<file path="src/rtl/instr_fetch_unit_pkg.sv">
`default_nettype none
// ============================================================================
// instr_fetch_unit_pkg : shared fetch FSM encoding, reset values, alignment.
// Revision: 1.0
// ============================================================================
package instr_fetch_unit_pkg;

    typedef logic [1:0] fetch_state_t;

    localparam fetch_state_t ST_IDLE = 2'd0;
    localparam fetch_state_t ST_REQ  = 2'd1;
    localparam fetch_state_t ST_HOLD = 2'd2;

    localparam int unsigned INSTR_RESET_VAL = 0;
    localparam logic [1:0]  ALIGN_MASK      = 2'b00;

    function automatic logic is_aligned(input logic [1:0] lo);
        return lo == ALIGN_MASK;
    endfunction

endpackage
`default_nettype wire

</file>
<file path="src/rtl/instr_fetch_unit_wait_timer.sv">
`default_nettype none
// ============================================================================
// fetch_wait_timer : saturating wait-state counter with clear/enable/expired.
// Revision: 1.0
// ============================================================================
module fetch_wait_timer #(
    parameter int MAX_WAIT = 15
) (
    input  logic Clock,
    input  logic Reset,
    input  logic i_clear,
    input  logic i_enable,
    output logic o_expired
);
    localparam int CNT_W = $clog2(MAX_WAIT + 1);
    localparam logic [CNT_W-1:0] c_LAST = CNT_W'(MAX_WAIT - 1);
    localparam logic [CNT_W-1:0] c_SAT  = CNT_W'(MAX_WAIT);

    logic [CNT_W-1:0] r_count;

    always_ff @(posedge Clock) begin
        if (Reset || i_clear) begin
            r_count <= '0;
        end else if (i_enable && (r_count != c_SAT)) begin
            r_count <= r_count + 1'b1;
        end
    end

    // Expired on the cycle the count has reached MAX_WAIT-1.
    assign o_expired = (r_count >= c_LAST);

endmodule
`default_nettype wire

</file>
<file path="src/rtl/instr_fetch_unit.sv">
`default_nettype none
// ============================================================================
// instr_fetch_unit : PC-to-instruction-memory fetch front end with handshake.
// Revision: 1.0
// ============================================================================
module instr_fetch_unit
    import instr_fetch_unit_pkg::*;
#(
    parameter int ADDR_W   = 32,
    parameter int DATA_W   = 32,
    parameter int MAX_WAIT = 15
) (
    input  logic              Clock,
    input  logic              Reset,
    input  logic [ADDR_W-1:0] PCin,
    input  logic              FetchEn,
    input  logic              Flush,
    output logic [ADDR_W-1:0] MemAddr,
    output logic              MemRead,
    input  logic              MemReady,
    input  logic [DATA_W-1:0] MemData,
    output logic [DATA_W-1:0] Instr,
    output logic [ADDR_W-1:0] InstrAddr,
    output logic              InstrValid,
    input  logic              DecodeReady,
    output logic              Busy,
    output logic              Timeout,
    output logic              AddrErr
);
    fetch_state_t      r_state;
    logic [ADDR_W-1:0] r_mem_addr;
    logic              r_mem_read;
    logic [DATA_W-1:0] r_instr;
    logic [ADDR_W-1:0] r_instr_addr;
    logic              r_instr_valid;
    logic              r_timeout;
    logic              r_addr_err;

    logic w_in_req;
    logic w_aligned;
    logic w_expired;

    assign w_in_req  = (r_state == ST_REQ);
    assign w_aligned = is_aligned(PCin[1:0]);

    // Held at zero outside REQ so every request starts its wait count fresh.
    fetch_wait_timer #(
        .MAX_WAIT (MAX_WAIT)
    ) u_wait_timer (
        .Clock     (Clock),
        .Reset     (Reset),
        .i_clear   (!w_in_req),
        .i_enable  (w_in_req && !Flush && !MemReady),
        .o_expired (w_expired)
    );

    always_ff @(posedge Clock) begin
        if (Reset) begin
            r_state       <= ST_IDLE;
            r_mem_addr    <= '0;
            r_mem_read    <= 1'b0;
            r_instr       <= DATA_W'(INSTR_RESET_VAL);
            r_instr_addr  <= '0;
            r_instr_valid <= 1'b0;
            r_timeout     <= 1'b0;
            r_addr_err    <= 1'b0;
        end else begin
            r_timeout  <= 1'b0;
            r_addr_err <= 1'b0;
            case (r_state)
                ST_IDLE: begin
                    if (FetchEn && !Flush) begin
                        if (w_aligned) begin
                            r_mem_addr <= PCin;
                            r_mem_read <= 1'b1;
                            r_state    <= ST_REQ;
                        end else begin
                            r_addr_err <= 1'b1;
                        end
                    end
                end
                ST_REQ: begin
                    if (Flush) begin
                        r_mem_read <= 1'b0;
                        r_state    <= ST_IDLE;
                    end else if (MemReady) begin
                        r_instr       <= MemData;
                        r_instr_addr  <= r_mem_addr;
                        r_instr_valid <= 1'b1;
                        r_mem_read    <= 1'b0;
                        r_state       <= ST_HOLD;
                    end else if (w_expired) begin
                        r_mem_read <= 1'b0;
                        r_timeout  <= 1'b1;
                        r_state    <= ST_IDLE;
                    end
                end
                ST_HOLD: begin
                    if (Flush) begin
                        r_instr_valid <= 1'b0;
                        r_state       <= ST_IDLE;
                    end else if (DecodeReady) begin
                        r_instr_valid <= 1'b0;
                        r_state       <= ST_IDLE;
                        if (FetchEn) begin
                            if (w_aligned) begin
                                r_mem_addr <= PCin;
                                r_mem_read <= 1'b1;
                                r_state    <= ST_REQ;
                            end else begin
                                r_addr_err <= 1'b1;
                            end
                        end
                    end
                end
                default: begin
                    r_mem_read    <= 1'b0;
                    r_instr_valid <= 1'b0;
                    r_state       <= ST_IDLE;
                end
            endcase
        end
    end

    assign MemAddr    = r_mem_addr;
    assign MemRead    = r_mem_read;
    assign Instr      = r_instr;
    assign InstrAddr  = r_instr_addr;
    assign InstrValid = r_instr_valid;
    assign Busy       = w_in_req;
    assign Timeout    = r_timeout;
    assign AddrErr    = r_addr_err;

endmodule
`default_nettype wire

</file>
<file path="config.mk">
export PLATFORM = sky130hd
export DESIGN_NAME = instr_fetch_unit
export DESIGN_NICKNAME = d
export VERILOG_FILES = /design/src/rtl/instr_fetch_unit_pkg.sv /design/src/rtl/instr_fetch_unit_wait_timer.sv /design/src/rtl/instr_fetch_unit.sv
export SDC_FILE = /design/constraint.sdc
export NUM_CORES = 1
export LEC_CHECK = 0
export CORE_ASPECT_RATIO = 0.6
export CORE_MARGIN = 5
export CORE_UTILIZATION = 46
export DETAILED_ROUTE_END_ITERATION = 7
export MAX_ROUTING_LAYER = met4
export PLACE_DENSITY = 0.87
export SYNTH_ARGS = -nofsm -noshare
export SYNTH_HDL_FRONTEND = slang
export SYNTH_HIERARCHICAL = 1
export SYNTH_SLANG_ARGS = --single-unit
export TNS_END_PERCENT = 5
</file>
<file path="constraint.sdc">
create_clock -name Clock -period 5.1 [get_ports Clock]
set_input_delay 0.765 -clock Clock [delete_from_list [all_inputs] [get_ports Clock]]
set_output_delay 0.765 -clock Clock [all_outputs]
set_load 0.02 [all_outputs]
</file>
; After elaboration in Yosys (flattened, before gate mapping)
; Index checks and enable logic that the tools add are counted.
[totals]
reg_bits = 106
inputBits = 70
output_inout_bits = 101
wordCells = 80
[op_classes]
add_sub_neg = 1
n_lt_le_gt_ge = 1
n_eq_ne = 12
n_mux = 37
bitwise_logic = 3
n_reduce_logical = 17
[ops]
columns = op, n
row1 = 32-bit 2-to-1 mux, 5
row2 = 32-bit case mux with 2 select lines, 1
row3 = 1-bit 2-to-1 mux, 20
row4 = 2-bit 2-to-1 mux, 7
row5 = "2-bit inequality test, second input constant", 7
row6 = 5-bit AND reduction, 2
row7 = 4-bit AND reduction, 2
row8 = 1-bit case mux with 3 select lines, 2
row9 = 2-bit case mux with 3 select lines, 1
row10 = "4-bit by 1-bit adder with 4-bit output, second input constant", 1
row11 = "4-bit >= comparator, second input constant", 1
row12 = 1-bit logical AND, 4
row13 = 2-bit zero test, 2
row14 = "4-bit by 3-bit inequality test with 1-bit output, second input constant", 1
row15 = "4-bit inequality test, second input constant", 1
row16 = 4-bit OR reduction, 1
row17 = 1-bit zero test, 3
row18 = "3-bit inequality test, second input constant", 1
row19 = 1-bit NOT, 3
row20 = 3-bit AND reduction, 1
row21 = "2-bit by 1-bit equality test with 1-bit output, second input constant", 1
row22 = "2-bit equality test, second input constant", 1
row23 = 1-bit case mux with 2 select lines, 1
row24 = 2-bit nonzero test, 1
row25 = 1-bit logical OR, 1

; Logic depth before layout (Yosys ltp)
; Gate-level depths: netlist of run 1.
[depth]
depth_word = 6
depth_mapped = 6
depth_no_buf = 6

; Cells and area by module
; The synthesis of run 1 kept the hierarchy.
[by_module_without_submodules]
columns = mod, n_inst, cells_each, area_per_inst_um2, seq_area_each_um2
row1 = instr_fetch_unit, 1, 442, 3922.5, 2042.0
row2 = fetch_wait_timer, 1, 24, 221.5, 80.1

; Worst setup path after synthesis of run 1
; OpenSTA, ideal clock, no wires.
[synth_timing]
path_kind = in2reg
start = in Flush
end = reg u_wait_timer.r_count[3]
setup_ps = 112
t_arrival_ps = 1701
required_ps = 4988
path_slack_ps = 3287
cell_stages = 3
path_cell_list = nor3_1 > nand4_1 > a2111oi_1
[synth_via]
elab_chain_len = 4
[synth_rtl]
columns = element, line_no
row1 = from (decl), instr_fetch_unit.sv:17  ; input logic Flush,
row2 = 1-bit zero test, instr_fetch_unit.sv:53  ; .i_enable (w_in_req && !Flush && !MemReady),
row3 = 1-bit logical AND (2 in series), instr_fetch_unit.sv:53
row4 = 1-bit logical AND, instr_fetch_unit_wait_timer.sv:24  ; end else if (i_enable && (r_count != c_SAT)) begin
row5 = to (signal assigned), instr_fetch_unit_wait_timer.sv:25  ; r_count <= r_count + 1'b1;
row6 = to (decl), instr_fetch_unit_wait_timer.sv:19  ; logic [CNT_W-1:0] r_count;
; Every way passes these cells.
; A chain may end at the register's enable or synchronous reset.

; Worst setup path in the final report of run 1
[layout_timing]
start = reg r_state[0]
end = out Busy
[layout_via]
elab_chain_len = 1
[layout_rtl]
columns = element, line_no
row1 = from (decl), instr_fetch_unit.sv:30  ; fetch_state_t r_state;
row2 = from (signal assigned), instr_fetch_unit.sv:59  ; r_state <= ST_IDLE;
row3 = from (signal assigned), instr_fetch_unit.sv:76  ; r_state <= ST_REQ;
row4 = from (signal assigned), instr_fetch_unit.sv:85  ; r_state <= ST_IDLE;
row5 = 2-bit by 1-bit equality test with 1-bit output, instr_fetch_unit.sv:43  ; assign w_in_req = (r_state == ST_REQ);
row6 = to (decl), instr_fetch_unit.sv:26  ; output logic Busy,
; Every way passes these cells.

==> results of run 1 <==
[final cells by class]
cell class,instances,area (um2),share of cell area
clock buffer,12,246.5,0.04063
clock inverter,4,51.30,0.008455
inverter,5,18.77,0.003093
multi-input combinational,323,1789,0.2949
sequential,106,2122,0.3498
tap,112,140.1,0.02310
timing repair buffer,170,1699,0.2801
[power by group through the flow]
stage	clock network [W]	registers [W]	logic [W]
6_report	0.000686	0.000841	0.000124
5_1_grt	0.000737	0.000841	0.000133
4_1_cts	0.000701	0.000841	0.000125
3_5_place_dp	0	0.000860	0.000124
3_3_place_gp	0	0.000859	0.000122
2_1_floorplan	0	0.000867	0.0000429
[layout by cell type, fill, tap and decap left out, types with 2 or more instances in the layout]
cell / synthesis / routed
nand2_1: 129 / 129
clkbuf_16: 0 / 9
clkbuf_1: 7 / 2
a21oi_1: 69 / 69
nand4_1: 2 / 2
dfxtp_1: 106 / 106
nor2_1: 5 / 5
and4_2: 1 / 2
nand3_1: 3 / 3
mux2i_1: 30 / 30
ha_1: 2 / 2
clkdlybuf4s50_1: 0 / 169
inv_1: 5 / 5
nor3_1: 4 / 4
nor3b_2: 2 / 2
nand2b_1: 62 / 62
[state kept, by name, summed over array words and instances (netlist names)]
register,count
InstrAddr,32
AddrErr,1
Instr,32
MemRead,1
r_state,2
Timeout,1
u_wait_timer/r_count,4
InstrValid,1
MemAddr,32
[worst max-delay path by stage]
stage | startpoint | endpoint | slack (ns) | cells past startpoint
2_1_floorplan | Flush | u_wait_timer/r_count[3] | 3.29 | 3
3_3_place_gp | Flush | InstrAddr[0] | 2.36 | 4
3_5_place_dp | Flush | MemAddr[19] | 2.17 | 4
4_1_cts | r_state[0] | Busy | 2.54 | 3
5_1_grt | Flush | InstrAddr[25] | 2.39 | 4
6_report | r_state[0] | Busy | 2.53 | 3
[cells by family after synthesis]
logic type	Yosys count	synth area share
buffers and inverters	37	0.06039
AND/OR/NAND/NOR	215	0.2506
adder cells (fa/ha/maj)	2	0.006038
flip-flops	106	0.5121
AO/OA/AOI/OAI	76	0.09843
multiplexers	30	0.07246
[per-stage QoR]
stage	instances	power [W]	instance area, um2
finish	732	0.001651	6067
CTS	732	0.001667	6067
global route	732	0.001711	6067
detailed placement	716	0.0009838	5769
global placement	716	0.0009808	5769
floorplan	466	0.0009098	4144
[worst max-delay path, stage by stage, from the launching register on]
cell	delay (ns)
dfxtp_1	0.48
nand2b_1	0.24
inv_1	0.13
clkdlybuf4s50_1	0.61
[metal layers]
layer	GRT usage	wire length (um)	up-vias	share of wire
li1	-	-	1817	-
met1	0.2392	4829	1702	0.43
met2	0.3304	5297	120	0.47
met3	0.09578	1039	12	0.092
met4	0.04811	116	0	0.010
met5	-	0	-	0
==> flow_summary.json, run 1 <==
{
  "min_to": "Instr[9]",
  "cts_made_buffers": 9,
  "yosys.area.top_type": "dfxtp_1",
  "dr.first_iter.drc_count": 187,
  "start_util": 0.4789,
  "num_vias": 3651,
  "htree_levels": 3,
  "core_mm2": 0.008653,
  "die_h_um": 83.52,
  "power.switching_w": 0.0003462,
  "tightest_slew_ns": 1.142,
  "ys_seq_area_frac": 0.5121,
  "drt_pass1_iterations": 4,
  "pwr-share-seq": 0.509,
  "required_ns": 4.34,
  "hold_viol_final": 0,
  "area_growth_pct": 46.41,
  "synthCells": 466,
  "slew_violations": 0,
  "finalSetupViolations": 0,
  "num-nets-final": 687,
  "grt_pass1_vias": 3632,
  "cts_tree": "yes",
  "clkPwrFrac": 0.415,
  "hold_start": "Instr[9]",
  "drt_wl_total_mm": 11.28,
  "synthTopCellsByCount": "nand2_1, dfxtp_1, a21oi_1, nand2b_1, mux2i_1",
  "holdCritPathClass": "reg2reg",
  "via_per_inst": 4.988,
  "root_buffer": "clkbuf_16",
  "place_ws_ns": 2.172,
  "grt_max_degree": 137,
  "slew_headroom": 0.2385,
  "io_buffers": 170,
  "worstPathMaxFanout": 7,
  "cts_hold_buf": 0,
  "die_area_mm2": 0.01107,
  "ys.flop_type": "dfxtp_1",
  "p_sw_frac": 0.2097,
  "syn-mean-instance-area_um2": 8.893,
  "rsz0062_at_grt": "no",
  "crit_type": "reg2out",
  "yosys.area.top_type_share": 0.5121,
  "fmax_mhz": 389.6,
  "drtAntennaViolNets": 0,
  "cts.repair.resized": 0,
  "p_int_w": 0.001304,
  "synth_fp_nets": 538,
  "crit_path_end_kind": "primary output",
  "syn-cell-area_mm2": 0.004144,
  "path_clk_slew_ns": 0.07,
  "overflow": 0,
  "cts.sinks": 106,
  "io_pins": 171,
  "reg2reg_depth": 4,
  "timing.rr.start": "r_state[0]",
  "final.hold.worst_slack_ns": 0.4554,
  "synth_edf_count": 0,
  "dp_hpwl_mm": 8.023,
  "tns_ns": 0,
  "r2r_slack_ns": 3.04,
  "route.detailed.drc": 0,
  "clkLatencyLatePin_ns": 0.34,
  "gp_congestion": 0.7712,
  "timing.rr.end": "u_wait_timer/r_count[3]",
  "fillCellCount": 656,
  "cap_violations": 0,
  "grt_antenna_before_repair": 0,
  "worst_slack_ns": 2.533,
  "rows": 26,
  "yosys-top-cells-area": "dfxtp_1, nand2_1, nand2b_1",
  "diodes": 0,
  "cts_max_path_buffers": 2,
  "die_width_um": 132.5,
  "final_core_util": 0.7011,
  "outcome": "completed",
  "p_comb_frac": 0.075,
  "ys_types": 32,
  "hold_path_depth": 2,
  "wl_per_cell_um": 15.41,
  "synth_most_common_cell": "nand2_1",
  "ys_seq_elements": 106,
  "p_leak_nw": 2.026,
  "period_share": 0.5033,
  "cts_setup_buffers": 0,
  "startpoint_type": "flip-flop",
  "grt_pass1_wl_mm": 18.35,
  "fin_skew_ns": 0.008275,
  "drive_gt1_frac": 0.03548,
  "ys.warnings.count": 6,
  "groute.usage.overall": 0.2070,
  "p_per_area_mw_per_mm2": 272.1,
  "async_flop_share": 0,
  "cp.arrival_ns": 1.80,
  "irDropWorstVdd_uv": 165.2,
  "layout_min_cycle_time_ns": 2.567
}
Power figures use the tool's default switching activity.
==> inputs of run 2 (changes only) <==
--- a/config.mk
+++ b/config.mk
@@ -7,10 +7,10 @@
 export LEC_CHECK = 0
 export CORE_ASPECT_RATIO = 0.6
 export CORE_MARGIN = 5
-export CORE_UTILIZATION = 46
+export CORE_UTILIZATION = 39
 export DETAILED_ROUTE_END_ITERATION = 7
 export MAX_ROUTING_LAYER = met4
-export PLACE_DENSITY = 0.87
+export PLACE_DENSITY = 0.79
 export SYNTH_ARGS = -nofsm -noshare
 export SYNTH_HDL_FRONTEND = slang
 export SYNTH_HIERARCHICAL = 1
==> constraint.sdc (replaced) <==
create_clock -name Clock -period 2.1 [get_ports Clock]
set_input_delay 0.315 -clock Clock [delete_from_list [all_inputs] [get_ports Clock]]
set_output_delay 0.315 -clock Clock [all_outputs]
set_load 0.02 [all_outputs]
==> run 2 against run 1 <==
Power is 140% higher. Clock-buffer cell count is 1 lower. Non-clock buffer count is 9 higher. Critical path depth stayed put. Largest power group unchanged.
==> flow_summary.json, run 2 (synthesis gave the netlist of run 1 again) <==
{
  "outcome": "completed",
  "final_common_cell": "clkdlybuf4s50_1",
  "instances_no_fill": 768,
  "io_buffers": 170,
  "num_vias": 3665,
  "r2r_slack_ns": 0.44,
  "dp_hpwl_mm": 8.265,
  "dr.first_iter.drc_count": 129,
  "drive_gt1_frac": 0.05246,
  "num-nets-final": 696,
  "grt_antenna_before_repair": 0,
  "endpoint": "Busy",
  "holdCritPathClass": "in2reg",
  "fillCellCount": 882,
  "die_width_um": 143.1,
  "clkLatencyLatePin_ns": 0.34,
  "rsz0062_at_grt": "no",
  "via_per_inst": 4.772,
  "timing.rr.end": "u_wait_timer/r_count[3]",
  "tightest_slew_ns": 0.3925,
  "tns_ns": 0,
  "io_pins": 171,
  "slew_headroom": 0.7383,
  "cts_made_buffers": 9,
  "reg2reg_depth": 4,
  "place_inst": 752,
  "hold_viol_final": 0,
  "cts_max_path_buffers": 2,
  "htree_levels": 3,
  "cts_hold_buf": 0,
  "grt_max_degree": 66,
  "cts_tree": "yes",
  "p_per_area_mw_per_mm2": 633.7,
  "layout_common_cells": "clkdlybuf4s50_1, nand2_1, dfxtp_1",
  "slew_violations": 0,
  "crit_path_end_kind": "primary output",
  "gp_congestion": 0.8007,
  "startpoint_type": "flip-flop",
  "crit_type": "reg2out",
  "layout_min_cycle_time_ns": 2.016,
  "period_share": 0.9599,
  "area_growth_pct": 50.06,
  "rows": 29,
  "grt_pass1_vias": 3711,
  "finalSetupViolations": 0,
  "final_core_util": 0.5930,
  "cp.arrival_ns": 1.70,
  "grt_pass1_wl_mm": 18.50,
  "cts.sinks": 106,
  "cap_violations": 0,
  "drt_pass1_iterations": 4,
  "irDropWorstVdd_uv": 400.1,
  "drtAntennaViolNets": 0,
  "timing.rr.start": "r_state[0]",
  "required_ns": 1.78,
  "fmax_mhz": 496.1,
  "path_clk_slew_ns": 0.07,
  "seq_area_mm2": 0.002122,
  "start_util": 0.3952,
  "p_leak_nw": 2.079,
  "stdcell_area_mm2": 0.006218,
  "overflow": 0,
  "core_mm2": 0.01049,
  "crit_start": "r_state[0]",
  "root_buffer": "clkbuf_16",
  "route.detailed.drc": 0,
  "multi_input_area_mm2": 0.001792,
  "placed_cell_area_mm2": 0.005933,
  "diodes": 0,
  "groute.usage.overall": 0.1808,
  "die_h_um": 89.85,
  "die_area_mm2": 0.01285,
  "power.total_w": 0.003940,
  "wl_per_cell_um": 14.82,
  "fin_skew_ns": 0.006731,
  "worstPathMaxFanout": 7,
  "drt_wl_total_mm": 11.38
}
-- run 2: cell types whose count changed in the layout (fill, tap and decap cells not counted), sizes merged --
cell	previous run	this run
clkbuf	12	11
clkinvlp	1	3
bufinv	1	0
buf	1	10
-- run 2: metal layers --
metal / part of all wire / track usage / routed length [um] / vias up
met5: 0 / - / 0 / -
met4: 0.0047 / 0.04193 / 54 / 0
met3: 0.080 / 0.06045 / 907 / 6
met2: 0.45 / 0.2781 / 5171 / 118
met1: 0.46 / 0.2315 / 5251 / 1701
li1: - / - / - / 1840
-- run 2: worst min-delay path by stage --
stage                              from  depth (start not counted)  slack (ns)                      end
after floorplan                   Reset                          1        0.38  u_wait_timer/r_count[1]
after global placement    InstrAddr[22]                          2        0.44            InstrAddr[22]
after detailed placement      Instr[11]                          2        0.45                Instr[11]
after CTS                         Reset                          2        0.20            InstrAddr[14]
after global routing              Reset                          2        0.20            InstrAddr[14]
final                             Reset                          2        0.21            InstrAddr[14]
-- run 2: what timing repair did --
action / in CTS / in global routing
resized for setup: 1 / 0
setup buffers: 0 / 0
endpoints found under the setup margin: 1 / 0
-- run 2: where the power goes --
group / internal (W) / switching, W
Clock: 0.000842 / 0.000745
Combinational: 0.000192 / 0.000122
Sequential: 0.00203 / 0.0000141
-- run 2: metrics by stage --
stage	hold WS [ns]	setup slack, ns
after floorplan	0.3839	0.5116
after global placement	0.4403	0.2133
after detailed placement	0.4464	0.1644
after CTS	0.1957	0.06300
after global routing	0.2047	0.01143
final	0.2136	0.08423
-- run 2: worst max-delay path, stage by stage, from the launching register on --
cell and delay (ns):
dfxtp_1 0.49, nand2b_2 0.18, inv_1 0.09, clkdlybuf4s50_1 0.61
-- run 2: cell type report --
type	count	area share
sequential	106	0.3412
timing repair buffer	179	0.2942
multi-input combinational	323	0.2881
clock buffer	11	0.03903
tap	139	0.02797
clock inverter	5	0.006439
inverter	5	0.003018
